==> config.mk <==
export PLATFORM = sky130hd
export DESIGN_NAME = arb_dispatch_flat
export DESIGN_NICKNAME = d
export VERILOG_FILES = /design/src/rtl/arb_dispatch_if.sv /design/src/rtl/arb_dispatch.sv /design/src/flat_wrapper.sv
export SDC_FILE = /design/constraint.sdc
export NUM_CORES = 1
export LEC_CHECK = 0
export BUFFER_PORTS_ARGS = -buffer_cell sky130_fd_sc_hd__buf_2
export CORE_ASPECT_RATIO = 1.1
export CORE_MARGIN = 5
export CORE_UTILIZATION = 40
export DETAILED_ROUTE_END_ITERATION = 10
export GPL_TIMING_DRIVEN = 0
export PLACE_DENSITY = 0.8
export SLEW_MARGIN = 0
export SYNTH_ARGS = -nofsm -noshare
export SYNTH_HDL_FRONTEND = slang
export SYNTH_SLANG_ARGS = --single-unit
==> constraint.sdc <==
create_clock -name clk -period 4.7 [get_ports clk]
set_input_delay 1.41 -clock clk [delete_from_list [all_inputs] [get_ports clk]]
set_output_delay 1.41 -clock clk [all_outputs]
set_load 0.05 [all_outputs]
==> src/rtl/arb_dispatch_if.sv <==
// Bus bundle between arbiter/requesters/downstream and the burst dispatcher.
// Handshake: a beat transfers on a rising clk edge where out_valid and
// out_ready are both high; once raised, out_valid stays high with stable
// out_src until that transfer happens. pop*/done*/err are single-cycle pulses.
interface arb_dispatch_if #(parameter int DW = 8);
  logic          gnt2, gnt1, gnt0;
  logic [DW-1:0] data2, data1, data0;
  logic          pop2, pop1, pop0;
  logic          out_valid;
  logic          out_ready;
  logic [DW-1:0] out_data;
  logic [1:0]    out_src;
  logic          done2, done1, done0;
  logic          busy;
  logic          err;
  logic [1:0]    dbg_state;

  // dispatcher side
  modport master (
    input  gnt2, gnt1, gnt0, data2, data1, data0, out_ready,
    output pop2, pop1, pop0, out_valid, out_data, out_src,
           done2, done1, done0, busy, err, dbg_state
  );

  // environment side (arbiter, requesters, downstream sink)
  modport slave (
    output gnt2, gnt1, gnt0, data2, data1, data0, out_ready,
    input  pop2, pop1, pop0, out_valid, out_data, out_src,
           done2, done1, done0, busy, err, dbg_state
  );
endinterface

==> src/rtl/arb_dispatch.sv <==
// Burst dispatcher: latches the granted requester, streams BURST beats from
// its head word to the output port, pops it per accepted beat, then pulses
// done for that requester. Outputs are forced quiet while rst is high.
module arb_dispatch #(
  parameter int DW    = 8,
  parameter int BURST = 4
) (
  input  logic          clk,
  input  logic          rst,
  arb_dispatch_if.master bus
);
  localparam int CW = (BURST > 1) ? $clog2(BURST) : 1;
  localparam logic [CW-1:0] LAST = CW'(BURST - 1);

  typedef enum logic [1:0] {IDLE = 2'd0, XFER = 2'd1, DONE = 2'd2} state_t;

  state_t        state, state_nxt;
  logic [1:0]    src, src_nxt;
  logic [CW-1:0] cnt, cnt_nxt;
  logic          err_q, err_nxt;

  logic [2:0]    gnt;
  logic          one_hot, multi_hot;
  logic          in_xfer, in_done, accept;
  logic [DW-1:0] mux_data;

  assign gnt       = {bus.gnt2, bus.gnt1, bus.gnt0};
  assign one_hot   = (gnt != 3'd0) && ((gnt & (gnt - 3'd1)) == 3'd0);
  assign multi_hot = ((gnt & (gnt - 3'd1)) != 3'd0);
  assign in_xfer   = (state == XFER) && !rst;
  assign in_done   = (state == DONE) && !rst;
  assign accept    = in_xfer && bus.out_ready;

  // State, source, beat counter and registered error pulse
  always_ff @(posedge clk) begin
    if (rst) begin
      state <= IDLE;
      src   <= 2'd0;
      cnt   <= '0;
      err_q <= 1'b0;
    end else begin
      state <= state_nxt;
      src   <= src_nxt;
      cnt   <= cnt_nxt;
      err_q <= err_nxt;
    end
  end

  // Next-state: grants only matter in IDLE; beats counted on acceptance
  always_comb begin
    state_nxt = state;
    src_nxt   = src;
    cnt_nxt   = cnt;
    err_nxt   = 1'b0;
    case (state)
      IDLE: begin
        if (one_hot) begin
          src_nxt   = gnt[2] ? 2'd2 : (gnt[1] ? 2'd1 : 2'd0);
          cnt_nxt   = '0;
          state_nxt = XFER;
        end else if (multi_hot) begin
          err_nxt = 1'b1;
        end
      end
      XFER: begin
        if (accept) begin
          if (cnt == LAST) begin
            cnt_nxt   = '0;
            state_nxt = DONE;
          end else begin
            cnt_nxt = cnt + CW'(1);
          end
        end
      end
      DONE:    state_nxt = IDLE;
      default: state_nxt = IDLE;
    endcase
  end

  // Live head-word mux for the latched source
  always_comb begin
    mux_data = bus.data0;
    case (src)
      2'd2:    mux_data = bus.data2;
      2'd1:    mux_data = bus.data1;
      default: mux_data = bus.data0;
    endcase
  end

  // Output decode from state; everything idles at zero outside a burst
  always_comb begin
    bus.out_valid = in_xfer;
    bus.out_data  = in_xfer ? mux_data : '0;
    bus.out_src   = (in_xfer || in_done) ? src : 2'd0;
    bus.pop0      = accept && (src == 2'd0);
    bus.pop1      = accept && (src == 2'd1);
    bus.pop2      = accept && (src == 2'd2);
    bus.done0     = in_done && (src == 2'd0);
    bus.done1     = in_done && (src == 2'd1);
    bus.done2     = in_done && (src == 2'd2);
    bus.busy      = in_xfer || in_done;
    bus.err       = err_q && !rst;
    bus.dbg_state = state;
  end
endmodule

==> src/flat_wrapper.sv <==
// flat-port wrapper written by rule: the top's interface ports become plain ports
module arb_dispatch_flat 
#(
  parameter int DW    = 8,
  parameter int BURST = 4
)
  (clk, rst, bus_gnt2, bus_gnt1, bus_gnt0, bus_data2, bus_data1, bus_data0, bus_out_ready, bus_pop2, bus_pop1, bus_pop0, bus_out_valid, bus_out_data, bus_out_src, bus_done2, bus_done1, bus_done0, bus_busy, bus_err, bus_dbg_state);
  arb_dispatch_if #(.DW(DW)) bus_i ();
  input  logic clk;
  input  logic rst;
  input wire logic [$bits(bus_i.gnt2)-1:0] bus_gnt2;
  input wire logic [$bits(bus_i.gnt1)-1:0] bus_gnt1;
  input wire logic [$bits(bus_i.gnt0)-1:0] bus_gnt0;
  input wire logic [$bits(bus_i.data2)-1:0] bus_data2;
  input wire logic [$bits(bus_i.data1)-1:0] bus_data1;
  input wire logic [$bits(bus_i.data0)-1:0] bus_data0;
  input wire logic [$bits(bus_i.out_ready)-1:0] bus_out_ready;
  output wire logic [$bits(bus_i.pop2)-1:0] bus_pop2;
  output wire logic [$bits(bus_i.pop1)-1:0] bus_pop1;
  output wire logic [$bits(bus_i.pop0)-1:0] bus_pop0;
  output wire logic [$bits(bus_i.out_valid)-1:0] bus_out_valid;
  output wire logic [$bits(bus_i.out_data)-1:0] bus_out_data;
  output wire logic [$bits(bus_i.out_src)-1:0] bus_out_src;
  output wire logic [$bits(bus_i.done2)-1:0] bus_done2;
  output wire logic [$bits(bus_i.done1)-1:0] bus_done1;
  output wire logic [$bits(bus_i.done0)-1:0] bus_done0;
  output wire logic [$bits(bus_i.busy)-1:0] bus_busy;
  output wire logic [$bits(bus_i.err)-1:0] bus_err;
  output wire logic [$bits(bus_i.dbg_state)-1:0] bus_dbg_state;
  assign bus_i.gnt2 = bus_gnt2;
  assign bus_i.gnt1 = bus_gnt1;
  assign bus_i.gnt0 = bus_gnt0;
  assign bus_i.data2 = bus_data2;
  assign bus_i.data1 = bus_data1;
  assign bus_i.data0 = bus_data0;
  assign bus_i.out_ready = bus_out_ready;
  assign bus_pop2 = bus_i.pop2;
  assign bus_pop1 = bus_i.pop1;
  assign bus_pop0 = bus_i.pop0;
  assign bus_out_valid = bus_i.out_valid;
  assign bus_out_data = bus_i.out_data;
  assign bus_out_src = bus_i.out_src;
  assign bus_done2 = bus_i.done2;
  assign bus_done1 = bus_i.done1;
  assign bus_done0 = bus_i.done0;
  assign bus_busy = bus_i.busy;
  assign bus_err = bus_i.err;
  assign bus_dbg_state = bus_i.dbg_state;
  arb_dispatch #(.DW(DW), .BURST(BURST)) u_core (.clk(clk), .rst(rst), .bus(bus_i));
endmodule
==> results.py, run 1 <==
metrics = {
    "cts": {
        "cts-root-buf": "clkbuf_4",
        "cts_resized": 0,
        "path_clk_slew_ps": 60,
        "hold_buffers": 0,
        "clock_path_buffers": 2,
        "clk_latency_ps": 260,
        "cts_buffers": 3,
        "cts.sinks": 7,
        "cts_setup_buffers": 0,
        "htreeDepth": 1,
        "cts_tree": "built",
    },
    "floorplan": {
        "die_w_um": 49.4,
        "rows": 15,
        "die_h_um": 53.4,
        "core_mm2": 0.00160,
        "io_pins": 51,
        "die-area_mm2": 0.00264,
        "initial_core_util": 0.429,
    },
    "synthesis": {
        "synth_cells": 87,
        "post-synth-top-area-cell": "dfxtp_1",
        "ys_top_cells_by_area": "dfxtp_1 (20%), a211oi_1 (9.9%), a22oi_1 (8.8%)",
        "synth.cell_area_um2": 684,
        "synth-seq-cells": 7,
        "async_flop_share": 0,
        "syn_nets": 121,
        "avgSynthCellArea_um2": 7.87,
        "yosysSeqAreaShare": 0.205,
        "synth_common_cells": "nor2_1 (10), a211oi_1 (9), a22oi_1 (8), dfxtp_1 (7)",
        "yosysUniqueCellTypes": 34,
        "synthMostInstantiatedCell": "nor2_1",
        "netlist.area_leader.share": 0.205,
        "synth_edf_count": 0,
        "yosysWarnings": 0,
        "synthFlopType": "dfxtp_1",
    },
    "run": {
        "maxCapViolations": 0,
    },
    "drt": {
        "viasPerCell": 5.37,
        "drt_first_pass_iters": 4,
        "drt-wirelength-per-cell_um": 13.0,
        "final_antenna_net_count": 0,
        "vias": 848,
        "drc_errors": 0,
        "wl_um": 2050,
        "drt_iter0_markers": 15,
    },
    "worst_setup_path": {
        "cp_num_buf_inv": 3,
        "crit_top_cell": "buf_2",
        "worstSetupStartpointType": "primary input",
        "crit_family": "buffers and inverters",
        "path_max_fanout": 9,
        "critPathMaxStageDelay_ps": 310,
        "worstSetupPathType": "in -> out",
        "cp_cell_sequence": "buf_2 -> or2_1 -> buf_6 -> a211oi_1 -> buf_2",
        "crit_path_end_kind": "primary output",
        "cp_data_arrival_time_ps": 2420,
        "required_ps": 3290,
        "cp_slowest_cell": "buf_2",
    },
    "status": {
        "status": "complete, no violations",
    },
    "layout": {
        "drive_above_1_share": 0.426,
        "nets": 176,
        "utilization": 0.616,
        "fin_area_um2": 982,
        "antenna_cells": 0,
        "area_growth_pct": 43.5,
        "nFillCells": 152,
    },
    "placed_design": {
        "dp_hpwl_um": 1660,
        "finalWeightedCongestion": 0.773,
        "numPortBuffers": 50,
        "placed_area_um2": 956,
    },
    "power_and_ir_drop": {
        "p_per_area_mw_per_mm2": 219,
        "vdd_drop_max_mv": 0.141,
        "switchingPower_uw": 88.3,
        "combPwrFrac": 0.441,
        "sw_frac_of_total": 0.410,
        "p_leak_nw": 0.490,
        "seqPwrFrac": 0.298,
        "clockPowerShare": 0.261,
        "total_power_uw": 215,
        "p_int_uw": 127,
    },
    "hold_path": {
        "hold_path.class": "reg -> reg",
    },
    "timing": {
        "max_slew_margin": 0.690,
        "maxSlewViolCount": 0,
        "worst_slew_pin_slew_ps": 460,
        "max_freq_mhz": 261,
        "final_hold_viol_count": 0,
        "skew_ps": 11.0,
        "rsz0062_at_grt": "no",
        "post-route-period-util": 0.816,
        "fin_setup_tns_ps": 0,
        "finalSetupViolCount": 0,
        "period_needed_ps": 3830,
    },
    "global_routing": {
        "grt_max_degree": 11,
        "grt_usage": 0.163,
        "antenna_found_initial": 0,
        "overflow": 0,
        "grt_pass1_wl_um": 3360,
        "grt_pass1_vias": 808,
    },
}
-- kinds of logic (layout without fill, tap and decap cells) --
group | Yosys count | after routing | synth area share
fa+ha+maj | 4 | 4 | 0.0731
compound gates | 31 | 31 | 0.340
flops | 7 | 7 | 0.205
buf+inv | 13 | 67 | 0.102
simple gates | 30 | 30 | 0.254
xor+xnor | 2 | 2 | 0.0256
-- per-stage QoR --
step,worst slack [ps],cells,hold slack [ps]
finish,867,158,552
global route,782,158,614
CTS,863,158,557
detailed placement,869,154,549
global placement,879,154,536
floorplan,357,87,508
-- path summary, 6_finish.rpt --
kind	start	endpoint	slack, ps	depth (start not counted)
min reg2reg	u_core.src[1]	u_core.src[1]	550	2
max	rst	bus_out_data[7]	870	5
max reg2reg	u_core.bus.dbg_state[0]	u_core.cnt[1]	3260	7
min	u_core.src[1]	u_core.src[1]	550	2
-- metal layers --
layer / GRT usage / part of all wire / vias up
li1: - / - / 435
met3: 0.0563 / 0.15 / 7
met5: 0 / 0 / -
met1: 0.170 / 0.42 / 353
met2: 0.270 / 0.39 / 53
met4: 0.122 / 0.032 / 0
-- worst min-delay path, delay by kind of cell, from the launching register on --
kind                   cells  cell delay [ps]
AOI/OAI and AO/OA          1               90
buffers and inverters      1              110
DFF                        1              310
-- layout make-up --
class                   instances  area, um2  area share
inverters                       5       23.8      0.0242
well taps                      17       21.3      0.0217
plain buffers                   8       46.3      0.0471
multi-input cells              67        474       0.483
repair buffers                 50        250       0.255
clock buffers                   4       26.3      0.0268
flip-flops and latches          7        140       0.143
-- sequential cells by signal, indices dropped and copies added (netlist names) --
register and count:
u_core.src 2, u_core.bus.dbg_state 2, u_core.cnt 2, u_core.err_q 1
-- power groups by stage --
| stage | Combinational (mW) | Sequential (mW) | Clock (mW) |
|---|---|---|---|
| 2_1_floorplan | 0.0629 | 0.0684 | 0 |
| 3_3_place_gp | 0.0932 | 0.0652 | 0 |
| 3_5_place_dp | 0.0948 | 0.0655 | 0 |
| 4_1_cts | 0.0953 | 0.0642 | 0.0599 |
| 5_1_grt | 0.104 | 0.0645 | 0.0632 |
| 6_report | 0.0950 | 0.0642 | 0.0563 |
-- cell usage in the layout (no fill, tap or decap), types with 2 or more instances in the layout --
cell	instances
nand2b_1	2
a21oi_1	3
a22oi_1	8
a211oi_1	9
buf_2	51
a31oi_1	2
clkbuf_1	3
nor3b_1	3
inv_1	4
o31ai_1	2
and3_1	3
buf_1	3
nor3_1	3
ha_1	4
nor2_1	10
clkbuf_4	3
buf_6	2
dfxtp_1	7
and2_1	3
No activity file was read; power rests on OpenSTA's default activity.
==> run 2, diff against run 1 <==
--- a/config.mk
+++ b/config.mk
@@ -8,10 +8,10 @@
 export BUFFER_PORTS_ARGS = -buffer_cell sky130_fd_sc_hd__buf_2
 export CORE_ASPECT_RATIO = 1.1
 export CORE_MARGIN = 5
-export CORE_UTILIZATION = 40
+export CORE_UTILIZATION = 39
 export DETAILED_ROUTE_END_ITERATION = 10
 export GPL_TIMING_DRIVEN = 0
-export PLACE_DENSITY = 0.8
+export PLACE_DENSITY = 0.78
 export SLEW_MARGIN = 0
 export SYNTH_ARGS = -nofsm -noshare
 export SYNTH_HDL_FRONTEND = slang
==> constraint.sdc (replaced) <==
create_clock -name clk -period 3.8 [get_ports clk]
set_input_delay 1.14 -clock clk [delete_from_list [all_inputs] [get_ports clk]]
set_output_delay 1.14 -clock clk [all_outputs]
set_load 0.05 [all_outputs]
==> run 2 against run 1 <==
Setup slack got worse by 370 ps. Core utilization fell by 0.72 points. Flip-flop and latch count did not move. Critical path depth up 2. Via count is 1.8% higher. Combinational power is 23% higher. Critical endpoint is now bus_out_data[6]. Largest cell class unchanged.
==> results.py, run 2 (same netlist as run 1, synthesis figures left out) <==
metrics = {
    "status": {
        "status": "complete, no violations",
    },
    "timing": {
        "finalSetupViolCount": 0,
        "max_slew_margin": 0.713,
        "final_hold_viol_count": 0,
        "skew_ps": 6.47,
        "fin_setup_tns_ps": 0,
        "period_needed_ps": 3300,
        "rsz0062_at_grt": "no",
        "max_freq_mhz": 303,
        "worst_slew_pin_slew_ps": 426,
        "post-route-period-util": 0.869,
        "maxSlewViolCount": 0,
    },
    "placed_design": {
        "finalWeightedCongestion": 0.820,
        "numPortBuffers": 50,
        "dp_hpwl_um": 1670,
        "dpl.cell_count": 154,
    },
    "cts": {
        "clock_path_buffers": 2,
        "cts_resized": 0,
        "cts_setup_buffers": 0,
        "cts-root-buf": "clkbuf_4",
        "hold_buffers": 0,
        "cts_buffers": 3,
        "htreeDepth": 1,
        "cts_tree": "built",
        "cts.sinks": 7,
        "path_clk_slew_ps": 60,
        "clk_latency_ps": 260,
    },
    "floorplan": {
        "die_w_um": 49.9,
        "die_h_um": 53.9,
        "die-area_mm2": 0.00269,
        "rows": 15,
        "core_mm2": 0.00161,
        "io_pins": 51,
        "initial_core_util": 0.424,
    },
    "power_and_ir_drop": {
        "sw_frac_of_total": 0.410,
        "p_per_area_mw_per_mm2": 271,
        "clockPowerShare": 0.262,
        "combPwrFrac": 0.440,
        "vdd_drop_max_mv": 0.194,
        "p_int_uw": 157,
        "seqPwrFrac": 0.298,
        "p_leak_nw": 0.490,
        "switchingPower_uw": 109,
    },
    "worst_setup_path": {
        "cp_data_arrival_time_ps": 2160,
        "worstSetupStartpointType": "flip-flop",
        "required_ps": 2660,
        "path_max_fanout": 10,
        "crit_path_end_kind": "primary output",
        "worstSetupPathType": "reg -> out",
        "ff2ff_path_depth": 7,
    },
    "run": {
        "maxCapViolations": 0,
    },
    "global_routing": {
        "overflow": 0,
        "antenna_found_initial": 0,
        "grt_pass1_vias": 784,
        "grt_pass1_wl_um": 3260,
        "grt_max_degree": 11,
        "grt_usage": 0.151,
    },
    "drt": {
        "final_antenna_net_count": 0,
        "viasPerCell": 5.46,
        "drc_errors": 0,
        "drt_iter0_markers": 21,
        "vias": 863,
        "drt-wirelength-per-cell_um": 12.8,
        "drt_first_pass_iters": 4,
        "wl_um": 2020,
    },
    "layout": {
        "antenna_cells": 0,
        "drive_above_1_share": 0.426,
        "layout_commonest_cell": "buf_2",
        "nets": 176,
        "area_growth_pct": 43.5,
        "final_cell_mix": "buf_2 (51), nor2_1 (10), a211oi_1 (9)",
        "stdcell_count": 158,
    },
    "hold_path": {
        "hold_path.class": "reg -> reg",
        "whs_path_depth": 2,
    },
}
## run 2: cell counts in the layout (fill, tap and decap cells not counted)
No cell type changed its count.
## run 2: final cells by class
cell class	instances	area, um2
buffer	8	46.3
clock buffer	4	26.3
fill	156	632
inverter	5	23.8
multi-input combinational	67	474
sequential	7	140
tap	17	21.3
timing repair buffer	50	250
## run 2: power groups by stage
stage	logic [mW]	registers, mW	clock network, mW
5_1_grt	0.127	0.0800	0.0755
6_report	0.117	0.0794	0.0697
3_3_place_gp	0.116	0.0807	0
2_1_floorplan	0.0778	0.0846	0
3_5_place_dp	0.117	0.0809	0
4_1_cts	0.118	0.0794	0.0723
## run 2: final timing paths
kind / startpoint / end / slack (ps)
hold reg to reg: u_core.src[1] / u_core.src[1] / 560
setup / recovery: u_core.src[0] / bus_out_data[6] / 500
setup reg to reg: u_core.bus.dbg_state[0] / u_core.cnt[1] / 2370
hold / removal: u_core.src[1] / u_core.src[1] / 560
## run 2: critical path, stage by stage, from the launching register on
cell      delay (ps)
dfxtp_1          330
inv_1             90
ha_1             280
buf_1            250
clkbuf_1         370
nor2_1            70
a211oi_1         210
buf_2            300
## run 2: routing by layer
metal / track usage / up-vias / wire [um]
met1: 0.175 / 373 / 825
met5: 0 / - / 0
met4: 0.0655 / 0 / 31
met3: 0.0471 / 2 / 306
met2: 0.256 / 51 / 855
li1: - / 437 / -
## run 2: through the flow
| step | hold slack, ps | worst slack, ps | area, um2 | power [mW] | utilization |
|---|---|---|---|---|---|
| 2_1_floorplan | 508 | -3.15 | 684 | 0.162 | - |
| 3_3_place_gp | 537 | 515 | 956 | 0.196 | 0.592 |
| 3_5_place_dp | 558 | 487 | 956 | 0.198 | 0.592 |
| 4_1_cts | 566 | 486 | 982 | 0.269 | 0.609 |
| 5_1_grt | 607 | 305 | 982 | 0.283 | 0.609 |
| 6_report | 559 | 498 | 982 | 0.266 | 0.609 |
==> run 3, diff against run 2 <==
--- a/config.mk
+++ b/config.mk
@@ -12,6 +12,7 @@
 export DETAILED_ROUTE_END_ITERATION = 10
 export GPL_TIMING_DRIVEN = 0
 export PLACE_DENSITY = 0.78
+export REMOVE_ABC_BUFFERS = 1
 export SLEW_MARGIN = 0
 export SYNTH_ARGS = -nofsm -noshare
 export SYNTH_HDL_FRONTEND = slang
==> run 3 against run 2 <==
Via count is 7.0% lower. Final area is 4.6% lower. Total power is 2.3% lower. Critical path depth is 2 lower. Clock-buffer cell count is 1 lower. Highest routed layer is now met3.
==> results.py, run 3 (same netlist as run 1, synthesis figures left out) <==
metrics = {
    "global_routing": {
        "grt_pass1_vias": 702,
        "grtUsageMet1": 0.164,
        "use_met2": 0.220,
        "grt_max_degree": 17,
        "grt_pass1_wl_um": 2910,
        "grt_busiest_layer": "met2",
        "antenna_found_initial": 0,
        "grt_usage": 0.132,
        "overflow": 0,
        "use_met3": 0.0471,
    },
    "cts": {
        "cts_buffers": 3,
        "cts_resized": 0,
        "cts_tree": "built",
        "hold_buffers": 0,
        "htreeDepth": 1,
        "path_clk_slew_ps": 60,
        "cts-root-buf": "clkbuf_4",
        "cts_setup_buffers": 0,
        "clock_path_buffers": 2,
        "clk_latency_ps": 260,
        "cts.sinks": 7,
    },
    "run": {
        "maxCapViolations": 0,
    },
    "layout": {
        "area_growth_pct": 36.9,
        "drive_above_1_share": 0.436,
        "final_cell_mix": "buf_2 (50), nor2_1 (10), a211oi_1 (9)",
        "fin_area_um2": 937,
        "antenna_cells": 0,
        "layout_commonest_cell": "buf_2",
        "stdcell_count": 150,
        "nets": 168,
    },
    "placed_design": {
        "finalWeightedCongestion": 0.775,
        "placed_area_um2": 910,
        "dp_hpwl_um": 1550,
        "numPortBuffers": 50,
        "dpl.cell_count": 146,
    },
    "worst_setup_path": {
        "cp_slowest_cell": "or2_1",
        "required_ps": 2660,
        "crit_top_cell": "buf_2",
        "crit_path_end_kind": "primary output",
        "critPathMaxStageDelay_ps": 380,
        "worstSetupStartpointType": "primary input",
        "ff2ff_path_depth": 5,
        "cp_cell_sequence": "buf_2 -> or2_1 -> clkinv_4 -> and3_1 -> buf_2",
        "cp_data_arrival_time_ps": 2280,
        "r2r_setup_slack_ps": 2220,
        "worstSetupPathType": "in -> out",
        "path_max_fanout": 15,
    },
    "hold_path": {
        "whs_path_depth": 2,
        "hold_path.class": "reg -> reg",
    },
    "drt": {
        "wl_um": 1910,
        "viasPerCell": 5.35,
        "vias": 803,
        "drc_errors": 0,
        "drt_first_pass_iters": 4,
        "drt_iter0_markers": 14,
        "drt-wirelength-per-cell_um": 12.7,
        "final_antenna_net_count": 0,
    },
    "timing": {
        "rsz0062_at_grt": "no",
        "final_hold_viol_count": 0,
        "maxSlewViolCount": 0,
        "worst_slew_pin_slew_ps": 440,
        "post-route-period-util": 0.901,
        "skew_ps": 11.7,
        "max_slew_margin": 0.707,
        "period_needed_ps": 3420,
        "max_freq_mhz": 292,
        "hold_ws_ps": 566,
        "finalSetupViolCount": 0,
        "fin_setup_tns_ps": 0,
    },
    "power_and_ir_drop": {
        "vdd_drop_max_mv": 0.233,
        "p_leak_nw": 0.470,
        "total_power_uw": 260,
        "p_per_area_mw_per_mm2": 278,
    },
    "floorplan": {
        "rows": 15,
        "die_h_um": 53.9,
        "io_pins": 51,
        "initial_core_util": 0.424,
        "die_w_um": 49.9,
        "core_mm2": 0.00161,
        "die-area_mm2": 0.00269,
    },
    "status": {
        "status": "complete, no violations",
    },
}
run 3: cell types whose count changed in the layout (fill, tap and decap cells not counted):
cell      delta
clkbuf_1     -3
buf_2        -1
buf_6        -2
buf_1        -3
clkinv_2     +1
run 3: worst paths after layout:
path                                      end               startpoint
worst min-delay path            u_core.src[1]            u_core.src[1]
worst min register to register  u_core.src[1]            u_core.src[1]
worst max register to register  u_core.cnt[0]  u_core.bus.dbg_state[1]
worst max-delay path                 bus_pop2                      rst
run 3: power breakdown:
group,total (mW),switching [mW],internal [mW]
clock network,0.0686,0.0300,0.0386
registers,0.0823,0.00477,0.0775
logic,0.109,0.0724,0.0371
run 3: area by class of cell:
class	instances	area (um2)
Fill cell	158	677
Multi-Input combinational cell	67	474
Timing Repair Buffer	50	250
Sequential cell	7	140
Inverter	5	23.8
Clock buffer	3	22.5
Tap cell	17	21.3
Clock inverter	1	5.00
run 3: layer usage:
| metal | part of all wire | vias to the layer above |
|---|---|---|
| met5 | 0 | - |
| met4 | 0 | 0 |
| met3 | 0.14 | 0 |
| met2 | 0.44 | 41 |
| met1 | 0.42 | 340 |
| li1 | - | 422 |
run 3: critical path: cells and delay by family:
family	cells	cell delay [ps]
AND/OR/NAND/NOR	2	580
buffers and inverters	3	570
run 3: stage by stage:
step | util | setup slack (ps)
6_report | 0.581 | 377
4_1_cts | 0.581 | 366
2_1_floorplan | - | -5.62
3_3_place_gp | 0.564 | 394
3_5_place_dp | 0.564 | 364
5_1_grt | 0.581 | 281
